<file path="src/rtl/seg_mux_driver.sv">
// Two-digit multiplexed 7-segment driver: sequential double-dabble BCD conversion plus a refresh scan.
// Define SEG_DEADTIME_EN to add a dark gap of DEADTIME cycles at every digit-slot switch.
module seg_mux_driver #(
  parameter int unsigned REFRESH_DIV = 1024,
  parameter int unsigned DEADTIME    = 4
) (
  input  logic       clk,
  input  logic       rst,
  input  logic [6:0] value,
  input  logic       value_valid,
  input  logic       blank,
  input  logic       seg_pol,
  input  logic       com_pol,
  output logic [7:0] seg,
  output logic [1:0] com,
  output logic [1:0] com_oe,
  output logic       busy
);

  typedef enum logic [1:0] {IDLE, LOAD, CONVERT, COMMIT} state_t;

  localparam logic [3:0] DIG_DASH  = 4'hA;
  localparam logic [3:0] DIG_EMPTY = 4'hF;
  localparam int unsigned CW = $clog2(REFRESH_DIV);

  state_t      state;
  logic [6:0]  bin;
  logic [7:0]  bcd;
  logic [2:0]  step;
  logic        is_hundred;
  logic        is_dash;
  logic        is_small;
  logic [3:0]  ones_dig;
  logic [3:0]  tens_dig;
  logic [CW-1:0] refresh_cnt;
  logic        slot;
  logic        wrap;
  logic        dark_gap;
  logic [3:0]  cur_dig;
  logic        lit;
  logic [7:0]  pattern;
  logic [7:0]  seg_next;
  logic [1:0]  com_next;

  // One double-dabble step: add 3 to any nibble >= 5, then shift in the next binary bit.
  function automatic logic [7:0] dabble(input logic [7:0] b, input logic in_bit);
    logic [7:0] a;
    a = b;
    if (a[3:0] >= 4'd5) a[3:0] = a[3:0] + 4'd3;
    if (a[7:4] >= 4'd5) a[7:4] = a[7:4] + 4'd3;
    return {a[6:0], in_bit};
  endfunction

  always_ff @(posedge clk or posedge rst) begin
    if (rst) begin
      state      <= IDLE;
      busy       <= 1'b0;
      bin        <= '0;
      bcd        <= '0;
      step       <= '0;
      is_hundred <= 1'b0;
      is_dash    <= 1'b0;
      is_small   <= 1'b0;
      ones_dig   <= DIG_EMPTY;
      tens_dig   <= DIG_EMPTY;
    end else begin
      case (state)
        IDLE: begin
          if (value_valid) begin
            bin        <= value;
            bcd        <= '0;
            is_hundred <= (value == 7'd100);
            is_dash    <= (value > 7'd100);
            is_small   <= (value < 7'd10);
            busy       <= 1'b1;
            state      <= LOAD;
          end
        end
        LOAD: begin
          bcd   <= dabble(bcd, bin[6]);
          bin   <= {bin[5:0], 1'b0};
          step  <= 3'd1;
          state <= CONVERT;
        end
        CONVERT: begin
          bcd  <= dabble(bcd, bin[6]);
          bin  <= {bin[5:0], 1'b0};
          step <= step + 3'd1;
          if (step == 3'd6) state <= COMMIT;
        end
        COMMIT: begin
          if (is_dash) begin
            ones_dig <= DIG_DASH;
            tens_dig <= DIG_DASH;
          end else if (is_hundred) begin
            ones_dig <= 4'd0;
            tens_dig <= 4'd0;
          end else begin
            ones_dig <= bcd[3:0];
            tens_dig <= is_small ? DIG_EMPTY : bcd[7:4];
          end
          busy  <= 1'b0;
          state <= IDLE;
        end
        default: state <= IDLE;
      endcase
    end
  end

  assign wrap = (refresh_cnt == CW'(REFRESH_DIV - 1));

  always_ff @(posedge clk or posedge rst) begin
    if (rst) begin
      refresh_cnt <= '0;
      slot        <= 1'b0;
    end else if (wrap) begin
      refresh_cnt <= '0;
      slot        <= ~slot;
    end else begin
      refresh_cnt <= refresh_cnt + 1'b1;
    end
  end

`ifdef SEG_DEADTIME_EN
  localparam int unsigned DW = $clog2(DEADTIME + 1);
  logic [DW-1:0] dead_cnt;

  // The gap is carved out of the start of each slot, so the slot period stays REFRESH_DIV.
  always_ff @(posedge clk or posedge rst) begin
    if (rst)                 dead_cnt <= '0;
    else if (wrap)           dead_cnt <= DW'(DEADTIME);
    else if (dead_cnt != '0) dead_cnt <= dead_cnt - 1'b1;
  end

  assign dark_gap = (dead_cnt != '0);
`else
  assign dark_gap = 1'b0;

  if (DEADTIME > REFRESH_DIV) begin : g_deadtime_unused
  end
`endif

  assign cur_dig = slot ? tens_dig : ones_dig;
  assign lit     = !blank && (cur_dig != DIG_EMPTY) && !dark_gap;

  always_comb begin
    pattern = 8'h00;
    case (cur_dig)
      4'd0:     pattern = 8'h3F;
      4'd1:     pattern = 8'h06;
      4'd2:     pattern = 8'h5B;
      4'd3:     pattern = 8'h4F;
      4'd4:     pattern = 8'h66;
      4'd5:     pattern = 8'h6D;
      4'd6:     pattern = 8'h7D;
      4'd7:     pattern = 8'h07;
      4'd8:     pattern = 8'h7F;
      4'd9:     pattern = 8'h6F;
      DIG_DASH: pattern = 8'h40;
      default:  pattern = 8'h00;
    endcase
  end

  always_comb begin
    seg_next = seg_pol ? 8'h00 : 8'hFF;
    com_next = {2{~com_pol}};
    if (lit) begin
      seg_next       = seg_pol ? pattern : ~pattern;
      com_next[slot] = com_pol;
    end
  end

  // Registered outputs keep polarity or blank changes glitch-free between edges.
  always_ff @(posedge clk or posedge rst) begin
    if (rst) begin
      seg    <= 8'h00;
      com    <= 2'b00;
      com_oe <= 2'b00;
    end else begin
      seg    <= seg_next;
      com    <= com_next;
      com_oe <= 2'b11;
    end
  end

endmodule

</file>
<file path="config.mk">
export PLATFORM = sky130hd
export DESIGN_NAME = seg_mux_driver
export DESIGN_NICKNAME = d
export VERILOG_FILES = /design/src/rtl/seg_mux_driver.sv
export SDC_FILE = /design/constraint.sdc
export NUM_CORES = 1
export LEC_CHECK = 0
export BUFFER_PORTS_ARGS = -buffer_cell sky130_fd_sc_hd__buf_2
export CAP_MARGIN = 30
export CORE_MARGIN = 2
export CORE_UTILIZATION = 40
export DETAILED_ROUTE_END_ITERATION = 16
export GPL_TIMING_DRIVEN = 0
export REMOVE_ABC_BUFFERS = 1
export SYNTH_ARGS = -nofsm -noshare
export SYNTH_HDL_FRONTEND = slang
export SYNTH_SLANG_ARGS = --single-unit
export TNS_END_PERCENT = 1
</file>
<file path="constraint.sdc">
create_clock -name clk -period 5.75 [get_ports clk]
set_clock_uncertainty 0.05 [all_clocks]
set_input_delay 1.4375 -clock clk [delete_from_list [all_inputs] [get_ports clk]]
set_output_delay 1.4375 -clock clk [all_outputs]
set_load 0.01 [all_outputs]
</file>
# ---- Word-level counts from Yosys, hierarchy flattened
# Memory sizes are Yosys's and may differ from the RTL's.
# Index checks and enable logic that the tools add are counted.
dict set report totals {
  register_bits 54
  romBits 112
  in_bits 13
  out_inout_bits 13
  memories 1
}
# memory depth width rd rd_ports_with_merged_regs write_ports line_no
set memory_table {}
lappend memory_table {{(no name shown)} 16 7 1 0 0 148} ;# case (cur_dig)
dict set report op_classes {
  addsub 4
  n_lt_le_gt_ge 6
  eq_ne 9
  muxes 26
  n_bitwise 3
  n_reduce_logical 12
}
# operator n
set ops {}
lappend ops {{$mux 8} 4}
lappend ops {{$mux 4} 7}
lappend ops {{$pmux 8 s2} 1}
lappend ops {{$pmux 7 s2} 1}
lappend ops {{$add 10x1->10 const B} 1}
lappend ops {{$eq 10x10->1 const B} 1}
lappend ops {{$mux 10} 1}
lappend ops {{$ge 4x3->1 const B} 2}
lappend ops {{$not 8->8} 1}
lappend ops {{$pmux 2 s4} 1}
lappend ops {{$reduce_and 2->1} 4}
lappend ops {{$eq 7x7->1 const B} 1}
lappend ops {{$gt 7x7->1 const B} 1}
lappend ops {{$lt 7x4->1 const B} 1}
lappend ops {{$mux 7} 1}
lappend ops {{$mux 2} 3}
lappend ops {{$pmux 3 s2} 1}
lappend ops {{$reduce_bool 2->1} 3}
lappend ops {{$add 4x2->4 const B} 1}
lappend ops {{$eq 2x2->1 const B} 2}
lappend ops {{$ne 2x2->1 const B} 2}
lappend ops {{$ne 4x4->1 const B} 1}
lappend ops {{$add 3x1->3 const B} 1}
lappend ops {{$add 3x2->3 const B} 1}
lappend ops {{other kinds (14)} 17}

# ---- Longest topological paths before layout
# Gate-level depths: netlist of run 1.
dict set report logic_depth {
  word_depth 6
  ltp_mapped 9
}

# ---- Worst setup path after synthesis of run 1
# OpenSTA, ideal clock, no wires.
dict set report synth_path {
  kind {input to register}
  from {input port seg_pol}
  to {register seg[6]}
  arrival_ns 2.186
  setup_slack_ns 3.420
  stages 5
  n_path_buf 1
  path_cell_list {clkbuf_1 nor2_1 nand4b_1 o311ai_1 a221oi_2}
}
dict set report synth_between {
  elab_chain_cells 2
}
# item line_no
set synth_rtl {}
lappend synth_rtl {{start, declared} 12} ;# input logic seg_pol,
lappend synth_rtl {{$mux 8, on equally long branches} {165, 168}}
lappend synth_rtl {{$mux 8 (*)} 167} ;# if (lit) begin
lappend synth_rtl {{via seg_next[6]} 42} ;# logic [7:0] seg_next;
lappend synth_rtl {{end signal, assigned} 180} ;# seg <= seg_next;
lappend synth_rtl {{end, declared} 14} ;# output logic [7:0] seg,
# The timed path passes the listed nets; every way through them passes the cells marked *.
# A chain may end at the register's enable or synchronous reset.

# ---- Worst setup path in the final report of run 1
dict set report layout_path {
  from {register slot}
  to {register seg[4]}
}
dict set report layout_between {
  elab_chain_cells 5
}
# item line_no
set layout_rtl {}
lappend layout_rtl {{start, declared} 36} ;# logic slot;
lappend layout_rtl {{start signal, assigned} 118} ;# slot <= ~slot;
lappend layout_rtl {{$mux 4 (*)} 143} ;# assign cur_dig = slot ? tens_dig : ones_dig;
lappend layout_rtl {{$mem_v2 16x7} --}
lappend layout_rtl {{$not 8->8} 168} ;# seg_next = seg_pol ? pattern : ~pattern;
lappend layout_rtl {{$mux 8} 168}
lappend layout_rtl {{$mux 8 (*)} 167}
lappend layout_rtl {{via seg_next[4]} 42}
# Marks and branches as above.

==> results.toml, run 1 <==
[status]
run_status = "complete, no violations"

[synthesis]
synth_warnings = 0
synth_top_family_by_area = "compound AO/OA/AOI/OAI gates"
syn_area_mm2 = 0.002902
synth.area.top_cells = "dfrtp_1, dfstp_2, ha_1"
synth_top_area_cell = "dfrtp_1"
synth-seq-cells = 54
synthAdderAreaFrac_pct = 6.468
ys_seq_area_share_pct = 46.92
synth-xor-area-share_pct = 5.132
synth.avg_cell_area_um2 = 9.937
synthMuxAreaShare_pct = 5.951
synth_compound_area_share_pct = 16.47
yosys.cell_types.count = 53
synth_top_area_share_pct = 39.67
async_reset_ff_share_pct = 100.0
synth-edff-count = 0
synthCells = 292
yosys.area_share.simple_pct = 13.93
ys.flop_type = "dfrtp_1"

[pwr]
ir_worst_vdd_mv = 0.2430
p_clk_share_pct = 14.5
p_per_area_mw_per_mm2 = 480.7
p_switching_mw = 0.6230
power_frac_seq_pct = 40.4
power.share.switching_pct = 40.56
power.leakage_nw = 1.405
combPwrFrac_pct = 45.1
internal_power_mw = 0.9131

[clock_network]
clkTransAtPathRegs_ns = 0.10
clk_latency_ns = 0.31
postCtsSetupRepairBufs = 0
cts_max_path_buffers = 2
hold_buffers = 0
cts_tree = "built"
cts.sinks = 54
cts_htree_levels = 2
numCtsBuffers = 5
cts_root_buf = "clkbuf_8"
ctsResizeCount = 0

[layout]
syn_to_final_growth_pct = 10.13
fill_cells = 721
diodes = 0
drive_gt1_share_pct = 15.87
final_cell_mix = "dfrtp_1, nand2_1, nor2_1"
multi_input_area_mm2 = 0.001395
regArea_mm2 = 0.001361
final_common_cell = "dfrtp_1"
fin_nets = 342

[floorplan]
start_util_pct = 40.66
die_h_um = 89.17
fp.dieW_um = 89.17
ioPinCount = 26
dieArea_mm2 = 0.007951
rows = 31
core-area_mm2 = 0.007137

[min_path]
hp-class = "reg2reg"
hp-start = "bin[4]"
whs_endpoint = "bin[4]"
whs_path_depth = 2

[detailed_routing]
drt_iter0_markers = 63
drc = 0
antenna_left = 0
firstDrtPassIters = 5
vias_per_cell = 5.104
wl_per_cell_um = 12.64
wl_um = 5234
via_count = 2113

[global_routing]
grt_usage_pct = 14.75
grt_pass1_wl_um = 9252
grt_overflow = 0
grt_max_degree = 29
grt_pass1_vias = 2097
antenna_found_initial = 0

[sta]
max_freq_mhz = 391.2
rsz0062_at_grt = "no"
fin_crit_ns = 2.556
max-slew-margin-rel_pct = 59.76
tightestPinTransition_ns = 0.6028
setup-violations-final = 0
setup_tns_ns = 0
fin_crit_sh_pct = 44.46
drv_slew = 0
hold_viol_final = 0
hold_ws_ns = 0.4413

[setup_path]
worstReg2RegEnd = "seg[4]"
arrival_ns = 2.75
reg2reg_from = "slot"
crit_type = "reg2reg"
crit_required_ns = 5.94
cp_max_fo = 14
crit_path_max_incr_delay_ns = 0.70
critPathLaunchType = "flop"
cp_cell_sequence = "inv_1, a21boi_0, ha_1, nand2_1, o32a_2, a31oi_1, xnor2_1"
crit_family = "compound AO/OA/AOI/OAI gates"
path_buf_inv = 1
crit_slowest_cell = "dfrtp_1"
r2r_cells = 7
rrSetupSlack_ns = 3.19
cp-end-kind = "flop"

[placement]
port_buffers = 25
hpwlAfterDp_um = 3788
place_congestion = 0.8428

[job]
maxCapViolCount = 0
sequential cells by signal, summed over array words and instances (netlist names), 2 cells and up:
register     flops
bin              7
refresh_cnt     10
step             3
ones_dig         4
bcd              8
seg              8
state            2
com              2
tens_dig         4
layer usage:
| layer | GRT usage, % | up-vias | share of wire [%] |
|---|---|---|---|
| met5 | 0 | - | 0 |
| met4 | 5.699 | 0 | 1.8 |
| met3 | 2.862 | 10 | 3.6 |
| met2 | 26.06 | 42 | 50 |
| met1 | 17.67 | 1004 | 45 |
| li1 | - | 1057 | - |
worst max-delay path by stage:
stage,startpoint,end,slack [ns],cells past startpoint
final,slot,seg[4],3.19,7
after global routing,slot,seg[4],2.93,7
after CTS,slot,seg[4],3.21,7
after detailed placement,value_valid,bcd[3],3.13,5
after global placement,rst,step[1],2.24,2
after floorplan,rst,bcd[0],2.96,1
stage by stage:
stage | instance area (um2) | setup WS, ns | util [%] | power, mW | std cells
4_1_cts | 3196 | 3.212 | 44.78 | 1.556 | 414
6_report | 3196 | 3.194 | 44.78 | 1.536 | 414
3_5_place_dp | 3100 | 3.128 | 43.44 | 1.326 | 406
5_1_grt | 3196 | 2.926 | 44.78 | 1.692 | 414
3_3_place_gp | 3080 | 2.240 | 43.16 | 1.307 | 405
2_1_floorplan | 2831 | 2.961 | - | 1.146 | 281
worst min-delay path, stage by stage, from the launching register on:
cell     delay [ns]
dfrtp_1        0.35
nand2_1        0.04
o21ai_0        0.06
cell usage after synthesis (4+ instances only):
library cell / number
dfrtp_1: 46
nand2_1: 27
nor2_1: 26
o21ai_0: 22
inv_1: 19
ha_1: 15
a21oi_1: 14
xnor2_1: 14
mux2i_1: 12
nand2b_1: 9
dfstp_2: 8
nor3_1: 7
nand3_1: 6
nor2b_1: 5
clkbuf_1: 4
o211ai_1: 4
power by group through the flow:
stage,Clock [mW],Sequential (mW),Combinational [mW]
global placement,0,0.626,0.681
detailed placement,0,0.628,0.699
floorplan,0,0.620,0.526
global route,0.247,0.643,0.802
CTS,0.232,0.620,0.703
finish,0.222,0.621,0.693
kinds of logic (layout without fill, tap and decap cells):
kind of cell | count (synthesis) | in the layout
AOI/OAI and AO/OA | 72 | 72
muxes | 15 | 15
xor gates and xnor gates | 17 | 17
other | 1 | 1
adders and majority gates | 15 | 15
and+or+nand+nor | 87 | 87
buffers and inverters | 31 | 54
DFF | 54 | 54
cell type report:
class	instances	area share (%)
Inverter	20	2.349
Clock inverter	2	0.3915
Sequential cell	54	42.60
Tap cell	99	3.876
Timing Repair Buffer	26	4.542
Multi-Input combinational cell	207	43.66
Clock buffer	6	2.584
Note: power is estimated with default switching activity, not from simulation.
==> run 2: changes to the inputs <==
==> constraint.sdc (replaced) <==
create_clock -name clk -period 2.2 [get_ports clk]
set_clock_uncertainty 0.05 [all_clocks]
set_input_delay 0.55 -clock clk [delete_from_list [all_inputs] [get_ports clk]]
set_output_delay 0.55 -clock clk [all_outputs]
set_load 0.01 [all_outputs]
==> run 2 against run 1 <==
Compared with the run above: global-route usage barely moved; sequential power rose to 2.6 times the previous value; clock-buffer cell count unchanged; sequential cell count did not move; non-clock buffer count stayed put; clock power rose to 2.6 times the previous value; combinational power rose to 2.7 times the previous value; first-iteration DRC count decreased by 9.5%; routed wire length grew 0.11%; critical path type unchanged; critical endpoint unchanged; largest cell class unchanged; largest power group unchanged; highest routed layer unchanged.
==> results.toml, run 2 (synthesis results as in run 1) <==
[sta]
setup_tns_ns = 0
fin_crit_ns = 2.011
setup-violations-final = 0
layout_setup_ws_ns = 0.1890
rsz0062_at_grt = "no"
fin_crit_sh_pct = 91.41
hold_ws_ns = 0.2385
tightestPinTransition_ns = 0.5887
drv_slew = 0
max-slew-margin-rel_pct = 60.70
max_freq_mhz = 497.3
hold_viol_final = 0

[placement]
post-place-ws_ns = -0.3016
port_buffers = 25
hpwlAfterDp_um = 3788
place_congestion = 0.8428

[layout]
syn_to_final_growth_pct = 11.51
fill_cells = 722
largest_reg_flops = 10
fin_nets = 342
top_register = "refresh_cnt"
final_common_cell = "dfrtp_1"
drive_gt1_share_pct = 17.78
diodes = 0
reg_top3 = "refresh_cnt (10), bcd (8), seg (8)"
final_cell_mix = "dfrtp_1, nand2_1, nor2_1"

[global_routing]
busiest_layer = "met2"
met3_usage_pct = 2.862
antenna_found_initial = 0
grt.met2_usage_pct = 25.99
grt_overflow = 0
grt_pass1_vias = 2092
grt_max_degree = 29
grt_usage_pct = 14.72
grt_pass1_wl_um = 9259
met1_usage_pct = 17.63

[clock_network]
numCtsBuffers = 5
clkTransAtPathRegs_ns = 0.10
clk_latency_ns = 0.31
cts_max_path_buffers = 2
cts_root_buf = "clkbuf_8"
cts_htree_levels = 2
postCtsSetupRepairBufs = 0
cts_tree = "built"
cts.sinks = 54

[floorplan]
die_h_um = 89.17
dieArea_mm2 = 0.007951
start_util_pct = 40.66
ioPinCount = 26
rows = 31
fp.dieW_um = 89.17
core-area_mm2 = 0.007137

[setup_path]
crit_family = "flip-flops"
cp_max_fo = 14
crit_path_max_incr_delay_ns = 0.56
arrival_ns = 2.20
crit_required_ns = 2.39
cp_cell_sequence = "mux2i_4, ha_1, nand2_1, o32a_2, a31oi_2, xnor2_1"
crit_type = "reg2reg"
cp-end-kind = "flop"
crit_slowest_cell = "dfrtp_4"
critPathLaunchType = "flop"
path_buf_inv = 0

[pwr]
power.leakage_nw = 1.417
ir_worst_vdd_mv = 0.6090
p_per_area_mw_per_mm2 = 1261

[detailed_routing]
via_count = 2114
drc = 0
vias_per_cell = 5.106
wl_per_cell_um = 12.66
wl_um = 5240
firstDrtPassIters = 4
drt_iter0_markers = 57
antenna_left = 0

[min_path]
hp-class = "in2async"

[status]
run_status = "complete, no violations"

[job]
maxCapViolCount = 0
run 2: worst paths after layout:
path | from | to | slack [ns] | cells past startpoint
hold / removal | rst | com_oe[0] | 0.24 | 2
setup reg to reg | slot | seg[4] | 0.19 | 6
hold reg to reg | bin[4] | bin[4] | 0.44 | 2
max in group asynchronous | rst | tens_dig[1] | 1.24 | 3
setup / recovery | slot | seg[4] | 0.19 | 6
min in group clk | com_pol | com[0] | 0.39 | 2
run 2: cell type report:
class	instances	area (um2)	area share, %
clock inverters	2	12.51	0.3867
inverters	20	75.07	2.320
repair buffers	26	145.1	4.486
clock buffers	6	82.58	2.552
multi-input cells	207	1431	44.24
flip-flops and latches	54	1365	42.19
well taps	99	123.9	3.828
run 2: repair_timing:
action,in CTS,in global routing
endpoints found under the setup margin,11,15
gates cloned,0,0
hold buffers,0,0
resized for setup,3,7
pin swaps,0,0
run 2: per-layer routing:
metal  vias to the layer above  share of wire, %
met5                         -                 0
met4                         0               1.5
met3                         9               3.9
met2                        48                49
met1                      1003                46
li1                       1054                 -
run 2: report_power, final:
| part | internal [mW] | switching [mW] |
|---|---|---|
| clock network | 0.254 | 0.328 |
| registers | 1.37 | 0.272 |
| logic | 0.800 | 1.06 |
| total | 2.42 | 1.66 |
run 2: worst register-to-register path: stages (launching register included):
cell,delay (ns)
dfrtp_4,0.56
mux2i_4,0.34
ha_1,0.24
nand2_1,0.08
o32a_2,0.34
a31oi_2,0.20
xnor2_1,0.13
run 2: through the flow:
stage | instance area [um2] | power, mW | instances | utilization (%)
after floorplan | 2831 | 2.994 | 281 | -
after global placement | 3080 | 3.415 | 405 | 43.16
after detailed placement | 3100 | 3.467 | 406 | 43.44
after CTS | 3201 | 4.078 | 414 | 44.85
after global routing | 3236 | 4.477 | 414 | 45.34
final | 3236 | 4.079 | 414 | 45.34
==> run 3: changes to the inputs <==
--- a/config.mk
+++ b/config.mk
@@ -11,6 +11,7 @@
 export CORE_UTILIZATION = 40
 export DETAILED_ROUTE_END_ITERATION = 16
 export GPL_TIMING_DRIVEN = 0
+export RECOVER_POWER = 100
 export REMOVE_ABC_BUFFERS = 1
 export SYNTH_ARGS = -nofsm -noshare
 export SYNTH_HDL_FRONTEND = slang
==> run 3 against run 2 <==
Compared with the run above: hold slack improved by 0.16 ns; largest cell class unchanged; critical path depth did not move; sequential power barely moved; clock-buffer cell count did not move; routed wire length grew 0.53%; sequential cell count is the same; non-clock buffer count did not move; total power is 0.62% lower; first-iteration DRC count is 3.5% higher; largest power group unchanged.
==> results.toml, run 3 (synthesis results as in run 1) <==
[clock_network]
cts_root_buf = "clkbuf_8"
postCtsSetupRepairBufs = 0
cts.sinks = 54
cts_max_path_buffers = 2
cts_htree_levels = 2
hold_buffers = 0
clkTransAtPathRegs_ns = 0.10
numCtsBuffers = 5
cts_tree = "built"
clk_latency_ns = 0.31

[placement]
dpl_cell_area_mm2 = 0.003100
hpwlAfterDp_um = 3788
port_buffers = 25
post-place-ws_ns = -0.3016
place_congestion = 0.8428

[layout]
regArea_mm2 = 0.001365
diodes = 0
drive_gt1_share_pct = 13.02
top_register = "refresh_cnt"
final_cell_mix = "dfrtp_1, nand2_1, nor2_1"
fin_area_mm2 = 0.003203
final_common_cell = "dfrtp_1"
multi_input_area_mm2 = 0.001431
largest_reg_flops = 10
fill_cells = 727
fin_nets = 342
syn_to_final_growth_pct = 10.39
reg_top3 = "refresh_cnt (10), bcd (8), seg (8)"

[global_routing]
grt_pass1_wl_um = 9259
grt_usage_pct = 14.72
grt_pass1_vias = 2092
grt_max_degree = 29
antenna_found_initial = 0
grt_overflow = 0

[setup_path]
crit_required_ns = 2.38
crit_family = "multiplexers"
rrSetupSlack_ns = 0.18
r2r_cells = 6
cp-end-kind = "flop"
crit_path_max_incr_delay_ns = 0.56
crit_slowest_cell = "dfrtp_4"
critPathLaunchType = "flop"
crit_type = "reg2reg"
cp_cell_sequence = "mux2i_4, inv_1, ha_1, mux2i_1, o311ai_0, a221oi_2"
worstReg2RegEnd = "seg[6]"
arrival_ns = 2.20
path_buf_inv = 1
cp_max_fo = 14
reg2reg_from = "slot"

[detailed_routing]
firstDrtPassIters = 4
wl_um = 5268
antenna_left = 0
wl_per_cell_um = 12.72
drt_iter0_markers = 59
via_count = 2112
vias_per_cell = 5.101
drc = 0

[min_path]
hp-class = "in2reg"
whs_endpoint = "com[0]"
whs_path_depth = 2
hp-start = "com_pol"

[job]
maxCapViolCount = 0

[pwr]
power_frac_seq_pct = 40.5
ir_worst_vdd_mv = 0.6083
finalPower_mw = 4.054
combPwrFrac_pct = 45.2
power.share.switching_pct = 40.93
p_switching_mw = 1.660
power.leakage_nw = 1.373
internal_power_mw = 2.395
p_per_area_mw_per_mm2 = 1266
p_clk_share_pct = 14.4

[floorplan]
die_h_um = 89.17
rows = 31
core-area_mm2 = 0.007137
ioPinCount = 26
start_util_pct = 40.66
dieArea_mm2 = 0.007951
fp.dieW_um = 89.17

[sta]
max-slew-margin-rel_pct = 32.29
max_freq_mhz = 494.9
fin_crit_ns = 2.021
fin_crit_sh_pct = 91.85
hold_viol_final = 0
drv_slew = 0
rsz0062_at_grt = "no"
setup-violations-final = 0
setup_tns_ns = 0
tightestPinTransition_ns = 1.014
layout_setup_ws_ns = 0.1794

[status]
run_status = "complete, no violations"
run 3: cell count changes in the layout (fill, tap and decap cells not counted):
cell      delta
buf_12       -1
buf_2       -14
o311ai_0     +1
inv_2        -1
clkbuf_1    +14
inv_1        +1
o311ai_1     -1
o21ai_1      -1
clkbuf_2     +1
o21ai_0      +1
run 3: cell type report:
class / count / share of cell area, %
timing repair buffer: 26 / 3.516
sequential: 54 / 42.62
clock buffer: 6 / 2.578
tap: 99 / 3.867
clock inverter: 2 / 0.3906
multi-input combinational: 207 / 44.69
inverter: 20 / 2.344
run 3: power groups by stage:
stage                     Sequential [mW]  Clock [mW]  Combinational [mW]
after CTS                            1.62       0.607                1.85
after global routing                 1.70       0.643                2.11
after detailed placement             1.64           0                1.83
final                                1.64       0.582                1.83
after floorplan                      1.62           0                1.37
after global placement               1.64           0                1.78
run 3: through the flow:
stage                     hold slack [ns]  util [%]  cells
after floorplan                    0.3996         -    281
after detailed placement           0.4252     43.44    406
after CTS                          0.2590     44.85    414
final                              0.3964     44.88    414
after global placement             0.4181     43.16    405
after global routing               0.3797     44.88    414
run 3: what timing repair did:
item                                   4_1_cts  5_1_grt
endpoints found under the hold margin        0        0
setup endpoints to repair                   11       15
pin swaps                                    0        0
gates resized for setup                      3        7
run 3: worst max-delay path by stage:
stage | startpoint | slack [ns] | depth (start not counted) | end
after floorplan | slot | 0.08 | 7 | seg[4]
after global placement | rst | -0.42 | 2 | step[1]
after detailed placement | slot | -0.30 | 7 | seg[4]
after CTS | slot | 0.006 | 6 | seg[4]
after global routing | state[1] | 0.04 | 6 | bcd[3]
final | slot | 0.18 | 6 | seg[6]
run 3: metal layers:
metal  track usage (%)  wire (um)  vias up  share of wire, %
met2             25.99       2593       41                49
met4             5.699         67        0               1.3
li1                  -          -     1055                 -
met3             2.862        195        7               3.7
met1             17.63       2411     1009                46
met5                 0          0        -                 0
